`src/rtl/menu_param_ctrl.sv`:
```
// Front-panel menu controller: debounced buttons move a cursor over five BCD
// parameters and edit them; committed values only change on a frame boundary.

module menu_btn #(
    parameter logic [19:0] DEBOUNCE_CYCLES = 20'd500000,
    parameter logic [23:0] HOLD_CYCLES     = 24'd8000000,
    parameter logic [23:0] REPEAT_CYCLES   = 24'd2000000,
    parameter bit          AUTO_REPEAT     = 1'b0
) (
    input  logic clk,
    input  logic rst,
    input  logic raw,
    output logic evt
);
    typedef enum logic [1:0] {IDLE, HELD, REPEAT} state_t;

    state_t      state;
    logic [1:0]  sync_q;
    logic [1:0]  vld_pipe;
    logic [19:0] db_cnt;
    logic [23:0] timer;
    logic        level, level_d, armed;
    logic        rise;

    // A button still held across reset stays disarmed until it is seen released.
    assign rise = level & ~level_d & armed;

    always_ff @(posedge clk or negedge rst) begin
        if (!rst) begin
            sync_q   <= '0;
            vld_pipe <= '0;
            db_cnt   <= '0;
            level    <= 1'b0;
            level_d  <= 1'b0;
            armed    <= 1'b0;
        end else begin
            sync_q   <= {sync_q[0], raw};
            vld_pipe <= {vld_pipe[0], 1'b1};
            level_d  <= level;
            if (sync_q[1] == level) begin
                db_cnt <= '0;
            end else if (db_cnt == DEBOUNCE_CYCLES - 20'd1) begin
                level  <= sync_q[1];
                db_cnt <= '0;
            end else begin
                db_cnt <= db_cnt + 20'd1;
            end
            if (vld_pipe[1] && !sync_q[1] && !level)
                armed <= 1'b1;
        end
    end

    always_ff @(posedge clk or negedge rst) begin
        if (!rst) begin
            state <= IDLE;
            timer <= '0;
            evt   <= 1'b0;
        end else begin
            evt <= 1'b0;
            case (state)
                IDLE: if (rise) begin
                    evt   <= 1'b1;
                    timer <= '0;
                    if (AUTO_REPEAT) state <= HELD;
                end
                HELD: if (!level) begin
                    state <= IDLE;
                end else if (timer == HOLD_CYCLES - 24'd1) begin
                    evt   <= 1'b1;
                    timer <= '0;
                    state <= REPEAT;
                end else begin
                    timer <= timer + 24'd1;
                end
                REPEAT: if (!level) begin
                    state <= IDLE;
                end else if (timer == REPEAT_CYCLES - 24'd1) begin
                    evt   <= 1'b1;
                    timer <= '0;
                end else begin
                    timer <= timer + 24'd1;
                end
                default: state <= IDLE;
            endcase
        end
    end
endmodule

module menu_param_ctrl #(
    parameter logic [19:0] DEBOUNCE_CYCLES = 20'd500000,
    parameter logic [23:0] HOLD_CYCLES     = 24'd8000000,
    parameter logic [23:0] REPEAT_CYCLES   = 24'd2000000,
    parameter logic [19:0] MODE_MAX        = 20'h00003,
    parameter logic [19:0] AGC_MAX         = 20'h00002,
    parameter logic [19:0] LVL1_MAX        = 20'h99999,
    parameter logic [19:0] LVL2_MAX        = 20'h09999,
    parameter logic [19:0] TINT_MAX        = 20'h00099
) (
    input  logic        clk,
    input  logic        rst,
    input  logic        newframe,
    input  logic        btn_up,
    input  logic        btn_down,
    input  logic        btn_inc,
    input  logic        btn_dec,
    input  logic        btn_rst_val,
    output logic [19:0] out_mode,
    output logic [19:0] out_Type_AGC,
    output logic [19:0] out_Set_LVL1,
    output logic [19:0] out_Set_LVL2,
    output logic [19:0] out_Time_int,
    output logic [2:0]  cursor,
    output logic        changed
);
    localparam int N_ITEMS = 5;
    localparam int N_BTN   = 5;
    localparam int UP = 0, DN = 1, INC = 2, DEC = 3, RV = 4;
    localparam logic [N_ITEMS-1:0][19:0] ITEM_MAX =
        {TINT_MAX, LVL2_MAX, LVL1_MAX, AGC_MAX, MODE_MAX};

    logic [N_BTN-1:0]              raw, evt;
    logic [N_ITEMS-1:0][19:0]      shadow, out_q;
    logic [19:0]                   cur_val, cur_max, new_val;
    logic                          nav_up, nav_dn, edit_en, do_rst, do_inc, do_dec;

    assign raw = {btn_rst_val, btn_dec, btn_inc, btn_down, btn_up};

    for (genvar i = 0; i < N_BTN; i++) begin : g_btn
        menu_btn #(
            .DEBOUNCE_CYCLES (DEBOUNCE_CYCLES),
            .HOLD_CYCLES     (HOLD_CYCLES),
            .REPEAT_CYCLES   (REPEAT_CYCLES),
            .AUTO_REPEAT     (i == INC || i == DEC)
        ) u_btn (
            .clk (clk),
            .rst (rst),
            .raw (raw[i]),
            .evt (evt[i])
        );
    end

    function automatic logic [19:0] bcd_inc(input logic [19:0] v);
        logic [19:0] r;
        logic        c;
        r = v;
        c = 1'b1;
        for (int d = 0; d < 5; d++) begin
            if (c) begin
                if (v[4*d +: 4] == 4'd9) r[4*d +: 4] = 4'd0;
                else begin
                    r[4*d +: 4] = v[4*d +: 4] + 4'd1;
                    c = 1'b0;
                end
            end
        end
        return r;
    endfunction

    function automatic logic [19:0] bcd_dec(input logic [19:0] v);
        logic [19:0] r;
        logic        b;
        r = v;
        b = 1'b1;
        for (int d = 0; d < 5; d++) begin
            if (b) begin
                if (v[4*d +: 4] == 4'd0) r[4*d +: 4] = 4'd9;
                else begin
                    r[4*d +: 4] = v[4*d +: 4] - 4'd1;
                    b = 1'b0;
                end
            end
        end
        return r;
    endfunction

    // Navigation (even a cancelled up+down) swallows any edit in the same cycle.
    assign nav_up  = evt[UP] & ~evt[DN];
    assign nav_dn  = evt[DN] & ~evt[UP];
    assign edit_en = ~(evt[UP] | evt[DN]);
    assign do_rst  = edit_en & evt[RV];
    assign do_inc  = edit_en & ~evt[RV] & evt[INC] & ~evt[DEC];
    assign do_dec  = edit_en & ~evt[RV] & evt[DEC] & ~evt[INC];

    always_comb begin
        cur_val = '0;
        cur_max = '0;
        for (int i = 0; i < N_ITEMS; i++) begin
            if (cursor == 3'(i)) begin
                cur_val = shadow[i];
                cur_max = ITEM_MAX[i];
            end
        end
        new_val = cur_val;
        if (do_rst)                           new_val = '0;
        else if (do_inc && cur_val < cur_max) new_val = bcd_inc(cur_val);
        else if (do_dec && cur_val != '0)     new_val = bcd_dec(cur_val);
    end

    always_ff @(posedge clk or negedge rst) begin
        if (!rst) begin
            shadow  <= '0;
            out_q   <= '0;
            cursor  <= '0;
            changed <= 1'b0;
        end else begin
            if (nav_up)      cursor <= (cursor == 3'd0) ? 3'd4 : cursor - 3'd1;
            else if (nav_dn) cursor <= (cursor == 3'd4) ? 3'd0 : cursor + 3'd1;
            for (int i = 0; i < N_ITEMS; i++)
                if (cursor == 3'(i)) shadow[i] <= new_val;
            // Commit samples the pre-edit shadow when an edit lands on the same edge.
            changed <= 1'b0;
            if (newframe) begin
                out_q   <= shadow;
                changed <= (shadow != out_q);
            end
        end
    end

    assign out_mode     = out_q[0];
    assign out_Type_AGC = out_q[1];
    assign out_Set_LVL1 = out_q[2];
    assign out_Set_LVL2 = out_q[3];
    assign out_Time_int = out_q[4];
endmodule

```
`config.mk`:
```
export PLATFORM = sky130hd
export DESIGN_NAME = menu_param_ctrl
export DESIGN_NICKNAME = d
export VERILOG_FILES = /design/src/rtl/menu_param_ctrl.sv
export SDC_FILE = /design/constraint.sdc
export NUM_CORES = 1
export LEC_CHECK = 0
export ABC_AREA = 1
export CORE_MARGIN = 2
export CORE_UTILIZATION = 50
export CTS_BUF_LIST = sky130_fd_sc_hd__clkbuf_4
export DETAILED_ROUTE_END_ITERATION = 8
export DONT_BUFFER_PORTS = 1
export GPL_TIMING_DRIVEN = 0
export PLACE_DENSITY_LB_ADDON = 0.08
export SLEW_MARGIN = 10
export SYNTH_ARGS = -nofsm -noshare
export SYNTH_HDL_FRONTEND = slang
export SYNTH_HIERARCHICAL = 1
export SYNTH_SLANG_ARGS = --single-unit
```
`constraint.sdc`:
```
create_clock -name clk -period 4.6 [get_ports clk]
set_input_delay 0.69 -clock clk [delete_from_list [all_inputs] [get_ports clk]]
set_output_delay 0.69 -clock clk [all_outputs]
set_load 0.02 [all_outputs]
```
# Yosys cells after proc, flatten, opt, wreduce, memory -nomap -nowiden
# Cells that the tools add are included.
word_totals:
  latch_bits: 0
  regBits: 474
  mem_bits_ro: 0
  n_memories: 0
  ram_bits: 0
  inputBits: 8
  output_inout_bits: 104
  wordCells: 400
op_classes:
  n_reduce_logical: 55
  div_mod_pow: 0
  shifts: 0
  n_eq_ne: 65
  multipliers: 0
  order_cmp: 1
  bitwise: 38
  add_sub_neg: 22
  muxes: 162
ops:
  columns: ["op", "n"]
  rows:
  - ["$mux W24", 25]
  - ["$mux W20", 22]
  - ["$pmux W24 S3", 5]
  - ["$add A24 B1 Y24 const B", 5]
  - ["$eq A24 B21 Y1 const B", 5]
  - ["$eq A24 B23 Y1 const B", 5]
  - ["$add A20 B1 Y20 const B", 5]
  - ["$eq A20 B19 Y1 const B", 5]
  - ["$ne A100 B100 Y1", 1]
  - ["$mux W4", 18]
  - ["$mux W1", 60]
  - ["$mux W2", 18]
  - ["$ne A2 B1 Y1 const B", 15]
  - ["$pmux W2 S3", 5]
  - ["$add A4 B1 Y4 const B", 5]
  - ["$eq A4 B4 Y1 const B", 5]
  - ["$logic_not A4 Y1", 5]
  - ["$lt A20 B20 Y1", 1]
  - ["$reduce_and A4 Y1", 5]
  - ["$reduce_bool A20 Y1", 1]
  - ["$sub A4 B1 Y4 const B", 5]
  - ["$not A1 Y1", 19]
  - ["$and A1 B1 Y1", 18]
  - ["$ne A3 B3 Y1 const B", 5]
  - ["20 further kinds", 80]

# Logic depth before layout (Yosys ltp)
# Gate-level depths: netlist of the first run.
logic_depth:
  ltp_word: 27
  depth_mapped: 26
  mapped_depth_nobuf: 23

# Cells and area by module
# The synthesis of the first run kept the hierarchy.
modules_own_cells:
  columns: ["module", "instances", "seq_area_each_um2", "cells_each", "area_per_inst_um2"]
  rows:
  - ["menu_param_ctrl", 1, 5104.9, 1639, 12439.4]
  - ["menu_btn at g_btn[0].u_btn ...", 3, 700.7, 192, 1473.9]
  - ["menu_btn at g_btn[3].u_btn", 1, 1351.3, 448, 3240.6]
  - ["menu_btn at g_btn[2].u_btn", 1, 1351.3, 414, 3100.5]

# Least setup slack after synthesis of the first run
# No wires, ideal clock.
synth_timing:
  path_type: "flip-flop to flip-flop"
  startpoint: "register cursor[2]"
  endpoint: "register shadow[93] in the netlist's numbering"
  required_ns: 4.482
  path_slack_ns: 1.232
  setup_ns: 0.118
  n_path_buf: 3
  synth_period_minus_slack_ns: 3.368
  path_stages_with_launch: 24
  t_arrival_ns: 3.250
  cell_sequence: "dfrtp_1 > inv_4 > ha_1 > buf_2 > inv_2 > buf_2 > o21ai_0 > a21oi_1 > nand2_1 > nand2_1 > inv_1 > ha_1 > nand2_1 > inv_1 > nand2_1 > nor2_1 > nand2_1 > nor2_1 > nand2_1 > nand3_2 > buf_4 > nand3_1 > nand3_1 > nand2_1"
synth_via:
  elab_chain_len: 23
  elab_cells_between_ends: 61
  cone_classes: "2 x add/sub; 1 x order compare; 8 x eq/ne; 42 x mux; 8 x reduce/logical"
synth_lines:
  columns: ["item", "line", "text"]
  rows:
  - ["start: declaration", "112", "output logic [2:0] cursor,"]
  - ["start signal: assignment", "206", "if (nav_up) cursor <= (cursor == 3'd0) ? 3'd4 : cursor - 3'd1;"]
  - ["start signal: assignment", "207", "else if (nav_dn) cursor <= (cursor == 3'd4) ? 3'd0 : cursor + 3'd1;"]
  - ["$logic_not A3 Y1", "188", "if (cursor == 3'(i)) begin"]
  - ["$mux W20 (5 in a row)", "188", null]
  - ["$logic_not A4 Y1", "166", "if (v[4*d +: 4] == 4'd0) r[4*d +: 4] = 4'd9;"]
  - ["$mux W1", "166", null]
  - ["$mux W1", "196", "else if (do_dec && cur_val != '0) new_val = bcd_dec(cur_val);"]
  - ["$mux W1", "195", "else if (do_inc && cur_val < cur_max) new_val = bcd_inc(cur_val);"]
  - ["$mux W1", "194", "if (do_rst) new_val = '0;"]
  - ["$mux W1", "165", "if (b) begin"]
  - ["[3 not listed]", null, null]
  - ["$mux W1", "165", null]
  - ["$mux W1", "196", null]
  - ["$mux W1", "195", null]
  - ["$mux W1", "194", null]
  - ["$mux W4", "165", null]
  - ["$mux W20", "196", null]
  - ["$mux W20", "195", null]
  - ["$mux W20", "194", null]
  - ["end signal: indexed assignment", "209", "if (cursor == 3'(i)) shadow[i] <= new_val;"]
  - ["end: declaration", "122", "logic [N_ITEMS-1:0][19:0] shadow, out_q;"]
# Several ways; a longest one is shown, not always the timed one. The select of a mux whose other input is x is not followed.
# A chain may end at the register's enable or synchronous reset.

# Final worst setup path of the first run
layout_timing:
  startpoint: "register cursor[2]"
  endpoint: "register shadow[76] in the netlist's numbering"
layout_via:
  elab_chain_len: 27
  elab_cells_between_ends: 72
  cone_classes: "2 x add/sub; 1 x order compare; 9 x eq/ne; 51 x mux; 9 x reduce/logical"
layout_lines:
  columns: ["item", "line"]
  rows:
  - ["$logic_not A3 Y1", "188"]
  - ["$mux W20 (5 in a row)", "188"]
  - ["$logic_not A4 Y1", "166"]
  - ["$mux W1", "166"]
  - ["$mux W1", "196"]
  - ["$mux W1", "195"]
  - ["$mux W1", "194"]
  - ["$mux W1", "165"]
  - ["[7 not listed]", null]
  - ["$mux W1", "165"]
  - ["$mux W1", "196"]
  - ["$mux W1", "195"]
  - ["$mux W1", "194"]
  - ["$mux W4", "165"]
  - ["$mux W20", "196"]
  - ["$mux W20", "195"]
  - ["$mux W20", "194"]
# Several ways; a longest one is shown, not always the timed one. The select of a mux whose other input is x is not followed.

==> reports/metrics.yaml, run 1 <==
die:
  fp.dieH_um: 219
  core_area_sq_um: 45600
  die_width_um: 219
  num_rows: 78
  ioPinCount: 112
  dieArea_sq_um: 48100
  start_util_pct: 50.9
clocking:
  cts_tree: "built"
  cts_max_path_buffers: 3
  clkTransAtPathRegs_ns: 0.07
  hold_buffers: 5
  cts_root_buf: "clkbuf_4"
  insertion_delay_ns: 0.89
  htreeDepth: 3
  tritoncts.num_buffers: 108
  clock-sinks: 396
logic_synthesis:
  syn_inst: 3077
  syn_area_sq_um: 23200
  avgSynthCellArea_sq_um: 7.54
  yosysTopAreaCellShare_pct: 42.7
  synth_commonest_cells: "nand2_1, nor2_1, dfrtp_1, inv_1, nand3_1"
  synth_fp_nets: 3129
  yosysWarnings: 6
  synth.most_common_cell: "nand2_1"
  synth_area_leaders: "dfrtp_1, nand2_1, nor2_1, nand3_1, inv_1"
  synth_edf_count: 0
  synth-seq-area-share_pct: 42.7
  synth_top_area_cell: "dfrtp_1"
  ys_seq_elements: 396
  async_reset_ff_share_pct: 100
  ys_types: 56
  synthFlopType: "dfrtp_1"
setup_path:
  cp-end-kind: "flop"
  rr_worst_depth: 22
  path_depth: 22
  arrival_ns: 5.18
  startpoint: "cursor[2]$_DFFE_PN0P_"
  path_buf_inv: 7
  cp_common_cell: "nand2_1"
  crit_family: "simple AND/OR/NAND/NOR gates"
  slowest_stage: "dfrtp_4"
  slowest_delay_ns: 0.60
  r2r_start: "cursor[2]$_DFFE_PN0P_"
  required_ns: 5.35
  cp_max_fo: 10
  path_cells: "inv_4 -> ha_1 -> buf_2 -> inv_2 -> clkbuf_4 -> o21ai_0 -> a21oi_2 -> nand2_1 -> nand2_2 -> inv_1 -> ha_1 -> nand3_1 -> nand2_1 -> inv_1 -> nand2_1 -> a21oi_4 -> nand2_1 -> nor2_4 -> buf_8 -> nand2_2 -> nand4_1 -> nand2_1"
  crit_type: "reg2reg"
  startpoint_type: "flop"
routing:
  wl_met1_mm: 30.9
  highest_layer: "met4"
  vias: 20900
  antenna_left: 0
  met2_length_mm: 32.5
  wl_met3_mm: 5.35
  drt_iter0_markers: 1928
  wl_per_cell_um: 18.6
  firstDrtPassIters: 9
  drt_wl_total_mm: 71.8
  drc_errors: 0
  avgViaCountPerCell: 5.41
power_and_ir_drop:
  switching_share_pct: 24.1
  share_comb_of_total_power_pct: 2.0
  p_switching_mw: 1.64
  pwr-share-clk_pct: 45.9
  p_int_mw: 5.18
  seqPwrFrac_pct: 52.2
  p_per_area_nw_per_um2: 268
  p_leak_nw: 12.7
  ir_drop_uv: 210
place:
  port-buffer-count: 0
  dpl.cell_count: 3677
  gp_congestion: 0.997
  dp.final_hpwl_mm: 53.1
layout:
  layoutNonFillerInstCount: 3868
  syn_to_final_growth_pct: 9.71
  nets: 3245
  layout-drive-gt1-share_pct: 14.2
  multi_input_area_sq_um: 11800
  ff_latch_area_sq_um: 9920
  fillCellCount: 4422
grt:
  grt_pass1_wl_mm: 112
  grt_antenna_before_repair: 3
  grt_pass1_vias: 20100
  grt_max_degree: 397
  grt_usage_pct: 30.4
  overflow: 0
timing:
  hold_ws_ns: -0.494
  rsz0062_at_grt: "false"
  fmax_mhz: 226
  slew_violations: 0
  setup_tns_ns: 0
  clock_skew_ns: 0.0581
  final_min_period_over_clock_period_pct: 96.3
  period_needed_ns: 4.43
  finalHoldViolations: 396
  worst_pin_slew_ns: 1.35
  slew_headroom_pct: 9.67
  setup_viol: 0
status:
  status: "finished with violations"
  violations: "hold timing"
min_path:
  worstHoldPathType: "in2async"
job:
  cap_violations: 0
## final timing paths
| path | to | slack, ns |
|---|---|---|
| worst max-delay path | shadow[76]$_DFFE_PN0P_ | 0.17 |
| worst min-delay path | g_btn[3].u_btn/timer[3]$_DFFE_PN0P_ | -0.49 |
| worst min register to register | g_btn[1].u_btn/sync_q[1]$_DFF_PN0_ | 0.34 |
| worst max register to register | shadow[76]$_DFFE_PN0P_ | 0.17 |
| max in group asynchronous | g_btn[2].u_btn/timer[16]$_DFFE_PN0P_ | 3.98 |
| min in group clk | g_btn[1].u_btn/sync_q[1]$_DFF_PN0_ | 0.34 |
## layer usage
layer,track usage (%),up-vias
met5,0,-
met4,12.8,0
met1,41.0,9952
met2,47.6,714
met3,6.28,165
li1,-,10100
## per-stage QoR
stage	instance area [sq um]	worst slack [ns]	power (mW)	util, %
after floorplan	23200	1.23	3.70	-
after global placement	24000	-0.474	3.75	52.6
after detailed placement	24000	-0.520	3.75	52.6
after CTS	25400	0.0413	6.92	55.6
after global routing	25500	0.0121	7.13	55.9
final	25500	0.169	6.83	55.9
## cell type report
class | instances | share of cell area, %
tap | 600 | 2.95
timing repair buffer | 6 | 0.226
multi-input combinational | 2292 | 46.3
sequential | 396 | 39.0
buffer | 75 | 1.64
antenna | 3 | 0.0295
inverter | 314 | 4.69
clock buffer | 160 | 4.72
clock inverter | 22 | 0.482
## power by group through the flow
stage	sequential, mW	clock, mW	combinational, mW
global route	3.56	3.42	0.147
global placement	3.62	0	0.126
detailed placement	3.62	0	0.129
finish	3.56	3.13	0.134
floorplan	3.61	0	0.0875
CTS	3.56	3.22	0.133
## sequential cells by signal, summed over array words and instances (netlist names), 10 cells and up
| register | cells |
|---|---|
| out_Set_LVL2 | 20 |
| out_Type_AGC | 20 |
| out_Time_int | 20 |
| g_btn.u_btn/timer | 48 |
| g_btn.u_btn/db_cnt | 100 |
| shadow | 100 |
| g_btn.u_btn/sync_q | 10 |
| g_btn.u_btn/vld_pipe | 10 |
| out_mode | 20 |
| out_Set_LVL1 | 20 |
## logic make-up after synthesis
group	share of synthesized area, %
flops	42.7
compound gates	5.00
other cells	0.0809
fa+ha+maj	2.37
simple gates	35.4
xor+xnor	5.13
buf+inv	6.89
mux	2.43
## placed cells by master (no fill, tap or decap), drive strengths merged, types with 5 or more instances in the layout
| cell type | instances |
|---|---|
| nand2 | 959 |
| nor2 | 467 |
| dfrtp | 396 |
| inv | 313 |
| nand3 | 264 |
| clkbuf | 201 |
| o21ai | 97 |
| a21oi | 89 |
| nand4 | 76 |
| xor2 | 74 |
| xnor2 | 62 |
| mux2 | 50 |
| ha | 44 |
| nor3 | 40 |
| buf | 35 |
| clkinv | 21 |
| nor4 | 14 |
| or2 | 13 |
| nor3b | 8 |
| nand3b | 7 |
| a31oi | 5 |
| dlygate4sd3 | 5 |
| conb | 5 |
## timing repair
| item | 4_1_cts | 5_1_grt |
|---|---|---|
| hold endpoints to repair | 401 | 396 |
| buffers inserted | 0 | 1 |
| setup endpoints to repair | 100 | 100 |
| resized for setup | 11 | 25 |
| pin swaps | 0 | 1 |
(Power assumes the default switching activity.)
==> run 2, diff against run 1 <==
--- a/config.mk
+++ b/config.mk
@@ -8,7 +8,7 @@
 export ABC_AREA = 1
 export CORE_MARGIN = 2
 export CORE_UTILIZATION = 50
-export CTS_BUF_LIST = sky130_fd_sc_hd__clkbuf_4
+export CTS_BUF_LIST = sky130_fd_sc_hd__clkbuf_8 sky130_fd_sc_hd__clkbuf_16
 export DETAILED_ROUTE_END_ITERATION = 8
 export DONT_BUFFER_PORTS = 1
 export GPL_TIMING_DRIVEN = 0
==> run 2 against run 1 <==
Critical path depth rose by 1; cell count shrank 2.7%; die area unchanged; sequential power hardly changed; the flow still finishes with violations (hold timing); maximum frequency grew 1.3%; utilization rose by 0.72 points; sequential cell count is the same; register-to-register slack gained 0.06 ns; critical endpoint is now shadow[33]$_DFFE_PN0P_; first-iteration DRC count grew 1.2%.
==> reports/metrics.yaml, run 2 (synthesized netlist as in run 1, its figures left out) <==
clocking:
  cts_max_path_buffers: 3
  clkTransAtPathRegs_ns: 0.06
  htreeDepth: 2
  cts_root_buf: "clkbuf_16"
  insertion_delay_ns: 0.60
  tritoncts.num_buffers: 46
  cts_tree: "built"
  clock-sinks: 396
setup_path:
  startpoint_type: "flop"
  path_buf_inv: 8
  rr_worst_depth: 23
  crit_family: "buffers and inverters"
  rr_endpoint: "shadow[33]$_DFFE_PN0P_"
  arrival_ns: 4.85
  required_ns: 5.08
  cp_common_cell: "nand2_1"
  cp_max_fo: 10
  slowest_stage: "dfrtp_4"
  cp-end-kind: "flop"
  path_cells: "inv_4 -> ha_1 -> buf_2 -> inv_2 -> clkbuf_4 -> o21ai_0 -> a21oi_2 -> nand2_1 -> nand2_2 -> inv_1 -> ha_1 -> nand3_1 -> nand2_1 -> inv_1 -> nand2_1 -> a21oi_4 -> nand2_1 -> nor2_4 -> buf_12 -> a21oi_4 -> buf_12 -> nand3_1 -> nand2_1"
  slowest_delay_ns: 0.59
  r2r_start: "cursor[2]$_DFFE_PN0P_"
  ff2ff_setup_slack_ns: 0.23
  crit_type: "reg2reg"
layout:
  layoutNonFillerInstCount: 3765
  diodes: 0
  top_regs: "g_btn.u_btn/db_cnt x100, shadow x100, g_btn.u_btn/timer x48"
  fillCellCount: 4295
  syn_to_final_growth_pct: 11.1
  layout-drive-gt1-share_pct: 11.9
  nets: 3182
  final_cell_mix: "nand2_1, nor2_1, dfrtp_1"
  design_area_sq_um: 25800
  final_common_cell: "nand2_1"
min_path:
  worstHoldPathType: "in2async"
status:
  violations: "hold timing"
  status: "finished with violations"
die:
  start_util_pct: 50.9
  die_width_um: 219
  core_area_sq_um: 45600
  ioPinCount: 112
  fp.dieH_um: 219
  dieArea_sq_um: 48100
  num_rows: 78
routing:
  firstDrtPassIters: 6
  drt_wl_total_mm: 71.5
  antenna_left: 0
  drc_errors: 0
  avgViaCountPerCell: 5.47
  vias: 20600
  wl_per_cell_um: 19.0
  drt_iter0_markers: 1951
timing:
  slew_violations: 0
  hold_ws_ns: -0.193
  final_min_period_over_clock_period_pct: 95.1
  setup_viol: 0
  clock_skew_ns: 0.0287
  worst_pin_slew_ns: 1.35
  fmax_mhz: 229
  rsz0062_at_grt: "true"
  fin_ws_ns: 0.225
  finalHoldViolations: 188
  slew_headroom_pct: 10.3
  period_needed_ns: 4.37
grt:
  grt_antenna_before_repair: 1
  grt_pass1_wl_mm: 112
  grt_max_degree: 397
  grt_pass1_vias: 19600
  grt_usage_pct: 30.1
  overflow: 0
power_and_ir_drop:
  total_power_mw: 7.58
  p_leak_nw: 12.8
  ir_drop_uv: 329
  p_per_area_nw_per_um2: 294
place:
  place_area_sq_um: 24000
  port-buffer-count: 0
  gp_congestion: 0.997
  dp.final_hpwl_mm: 53.1
  dpl.cell_count: 3677
  pre_cts_slack_ns: -0.520
job:
  cap_violations: 0
[run 2: changes by cell type in the layout (fill, tap and decap cells not counted), sizes merged]
cell / before / now
dlygate4sd3: 5 / 0
clkbuf: 201 / 100
diode: 3 / 0
buf: 35 / 39
bufinv: 1 / 6
clkinv: 21 / 9
inv: 313 / 322
[run 2: repair_timing]
item	4_1_cts	5_1_grt
endpoints found under the hold margin	396	396
gates resized for setup	11	31
setup endpoints to repair	100	100
pin swaps	0	3
buffers inserted	0	5
[run 2: worst max-delay path by stage]
stage	startpoint	to	slack, ns	depth (start not counted)
floorplan	cursor[2]$_DFFE_PN0P_	shadow[93]$_DFFE_PN0P_	1.23	23
global placement	cursor[2]$_DFFE_PN0P_	shadow[33]$_DFFE_PN0P_	-0.47	21
detailed placement	cursor[2]$_DFFE_PN0P_	shadow[33]$_DFFE_PN0P_	-0.52	21
CTS	cursor[0]$_DFFE_PN0P_	shadow[77]$_DFFE_PN0P_	0.03	22
global route	cursor[0]$_DFFE_PN0P_	shadow[87]$_DFFE_PN0P_	-0.005	21
finish	cursor[2]$_DFFE_PN0P_	shadow[33]$_DFFE_PN0P_	0.23	23
[run 2: area by class of cell]
type	instances	area, sq um	share of cell area, %
multi-input cells	2292	11800	45.8
inverters	314	1190	4.63
repair buffers	5	75.1	0.291
flip-flops and latches	396	9920	38.5
clock inverters	24	269	1.04
plain buffers	75	427	1.65
clock buffers	59	1340	5.20
well taps	600	751	2.91
[run 2: stage by stage]
step | utilization, % | setup TNS (ns)
4_1_cts | 56.2 | 0
2_1_floorplan | - | 0
6_report | 56.6 | 0
3_5_place_dp | 52.6 | -32.91
3_3_place_gp | 52.6 | -25.24
5_1_grt | 56.6 | -0.00516
[run 2: power by group]
group / total [mW] / switching [mW] / internal, mW
clock network: 3.88 / 1.50 / 2.38
logic: 0.130 / 0.0899 / 0.0405
registers: 3.56 / 0.0463 / 3.52
total: 7.58 / 1.64 / 5.94
[run 2: routing by layer]
metal,up-vias,GRT usage (%),wire (um)
li1,9887,-,-
met1,9869,41.2,30900
met2,705,47.6,32500
met3,139,5.56,5270
met4,0,11.0,2770
met5,-,0,0
==> run 3, diff against run 2 <==
--- a/config.mk
+++ b/config.mk
@@ -12,6 +12,7 @@
 export DETAILED_ROUTE_END_ITERATION = 8
 export DONT_BUFFER_PORTS = 1
 export GPL_TIMING_DRIVEN = 0
+export HOLD_SLACK_MARGIN = 0.15
 export PLACE_DENSITY_LB_ADDON = 0.08
 export SLEW_MARGIN = 10
 export SYNTH_ARGS = -nofsm -noshare
==> run 3 against run 2 <==
The run still ends with hold timing left; via count up 0.42%; hold slack better by 0.0016 ns; sequential share of layout area is 0.074 points lower; first-iteration DRC count rose by 2.5%; clock power about the same; cell count is 0.13% higher; setup slack got worse by 0.042 ns; non-clock buffer count rose by 5; die area unchanged; sequential power about the same; critical path depth did not move.
==> reports/metrics.yaml, run 3 (synthesized netlist as in run 1, its figures left out) <==
grt:
  grt_pass1_vias: 19600
  overflow: 0
  grt_pass1_wl_mm: 112
  grt_max_degree: 397
  grt_util_met1_pct: 41.2
  grt_antenna_before_repair: 1
  met2_usage_pct: 47.6
  gr-usage-met3_pct: 5.56
  busiest_layer: "met2"
  grt_usage_pct: 30.1
routing:
  wl_per_cell_um: 19.0
  drt_wl_total_mm: 71.5
  avgViaCountPerCell: 5.49
  drt_iter0_markers: 1999
  drc_errors: 0
  antenna_left: 0
  vias: 20700
  firstDrtPassIters: 5
timing:
  hold_ws_ns: -0.192
  finalHoldViolations: 192
  period_needed_ns: 4.42
  final_min_period_over_clock_period_pct: 96.0
  clock_skew_ns: 0.0281
  fmax_mhz: 226
  worst_pin_slew_ns: 1.31
  slew_violations: 0
  slew_headroom_pct: 12.7
  rsz0062_at_grt: "true"
  setup_viol: 0
setup_path:
  crit_type: "reg2reg"
  arrival_ns: 4.89
  startpoint_type: "flop"
  cp-end-kind: "flop"
  slowest_delay_ns: 0.59
  cp_common_cell: "nand2_1"
  path_cells: "inv_4 -> ha_1 -> buf_2 -> inv_2 -> clkbuf_4 -> o21ai_0 -> a21oi_2 -> nand2_1 -> nand2_2 -> inv_1 -> ha_1 -> nand3_1 -> nand2_1 -> inv_1 -> nand2_1 -> a21oi_4 -> nand2_1 -> nor2_4 -> buf_12 -> a21oi_4 -> buf_12 -> nand3_1 -> nand2_1"
  crit_family: "buffers and inverters"
  path_buf_inv: 8
  slowest_stage: "dfrtp_4"
  cp_max_fo: 10
  required_ns: 5.08
layout:
  top_regs: "g_btn.u_btn/db_cnt x100, shadow x100, g_btn.u_btn/timer x48"
  multi_input_area_sq_um: 11800
  ff_latch_area_sq_um: 9920
  design_area_sq_um: 25800
  layout-drive-gt1-share_pct: 11.9
  syn_to_final_growth_pct: 11.4
  final_cell_mix: "nand2_1, nor2_1, dfrtp_1"
  diodes: 0
  final_common_cell: "nand2_1"
  fillCellCount: 4291
  nets: 3187
power_and_ir_drop:
  p_per_area_nw_per_um2: 293
  ir_drop_uv: 328
  total_power_mw: 7.57
  p_leak_nw: 12.8
clocking:
  hold_buffers: 5
  clkTransAtPathRegs_ns: 0.06
  clock-sinks: 396
  htreeDepth: 2
  cts_root_buf: "clkbuf_16"
  insertion_delay_ns: 0.59
  tritoncts.num_buffers: 46
  cts_max_path_buffers: 3
  cts_tree: "built"
status:
  violations: "hold timing"
  status: "finished with violations"
place:
  place_area_sq_um: 24000
  port-buffer-count: 0
  gp_congestion: 0.997
  dp.final_hpwl_mm: 53.1
die:
  core_area_sq_um: 45600
  ioPinCount: 112
  fp.dieH_um: 219
  num_rows: 78
  start_util_pct: 50.9
  die_width_um: 219
  dieArea_sq_um: 48100
job:
  cap_violations: 0
min_path:
  worstHoldPathType: "in2async"
==> run 3: cell types whose count changed in the layout (fill, tap and decap cells not counted) <==
cell and delta:
dlygate4sd3_1 +5
==> run 3: timing repair <==
item / 4_1_cts / 5_1_grt
pin swaps: 0 / 3
endpoints found under the hold margin: 401 / 396
gates resized for setup: 11 / 31
setup buffers: 0 / 5
setup endpoints to repair: 100 / 100
==> run 3: final timing paths <==
kind / start / end / slack (ns) / depth (start not counted)
worst max-delay path: cursor[2]$_DFFE_PN0P_ / shadow[33]$_DFFE_PN0P_ / 0.18 / 23
worst min-delay path: rst / g_btn[3].u_btn/timer[8]$_DFFE_PN0P_ / -0.19 / 0
worst max register to register: cursor[2]$_DFFE_PN0P_ / shadow[33]$_DFFE_PN0P_ / 0.18 / 23
worst min register to register: g_btn[4].u_btn/vld_pipe[0]$_DFF_PN0_ / g_btn[4].u_btn/vld_pipe[1]$_DFF_PN0_ / 0.35 / 0
max in group asynchronous: rst / cursor[0]$_DFFE_PN0P_ / 3.69 / 0
min in group clk: g_btn[4].u_btn/vld_pipe[0]$_DFF_PN0_ / g_btn[4].u_btn/vld_pipe[1]$_DFF_PN0_ / 0.35 / 0
==> run 3: per-stage QoR <==
step	util, %	setup TNS (ns)	instances	hold WS (ns)	worst slack [ns]
3_3_place_gp	52.6	-25.24	3677	0.332	-0.474
2_1_floorplan	-	0	3077	0.331	1.23
4_1_cts	56.3	0	3765	-0.207	0.0325
6_report	56.7	0	3770	-0.192	0.183
5_1_grt	56.7	-0.00516	3770	-0.210	-0.00516
3_5_place_dp	52.6	-32.91	3677	0.336	-0.520
==> run 3: worst reg2reg max path: cells and delay by family (launching register included) <==
family / cells / cell delay [ns]
buf+inv: 8 / 1.32
simple gates: 9 / 1.15
compound gates: 4 / 0.71
flops: 1 / 0.59
fa+ha+maj: 2 / 0.55
==> run 3: layout make-up <==
type,instances,area share [%]
Clock inverter,24,1.04
Buffer,75,1.65
Sequential cell,396,38.4
Inverter,314,4.62
Timing Repair Buffer,10,0.484
Multi-Input combinational cell,2292,45.7
Tap cell,600,2.91
Clock buffer,59,5.19
==> run 3: layer usage <==
metal / vias to the layer above / share of wire (%)
li1: 9893 / -
met1: 9926 / 43
met2: 721 / 45
met3: 147 / 7.4
met4: 0 / 4.0
met5: - / 0
==> run 3: report_power, final <==
| group | switching [mW] | internal [mW] | total (mW) | leakage (nW) |
|---|---|---|---|---|
| registers | 0.0461 | 3.52 | 3.56 | 5.41 |
| logic | 0.0910 | 0.0433 | 0.134 | 6.55 |
| clock network | 1.50 | 2.38 | 3.88 | 0.830 |
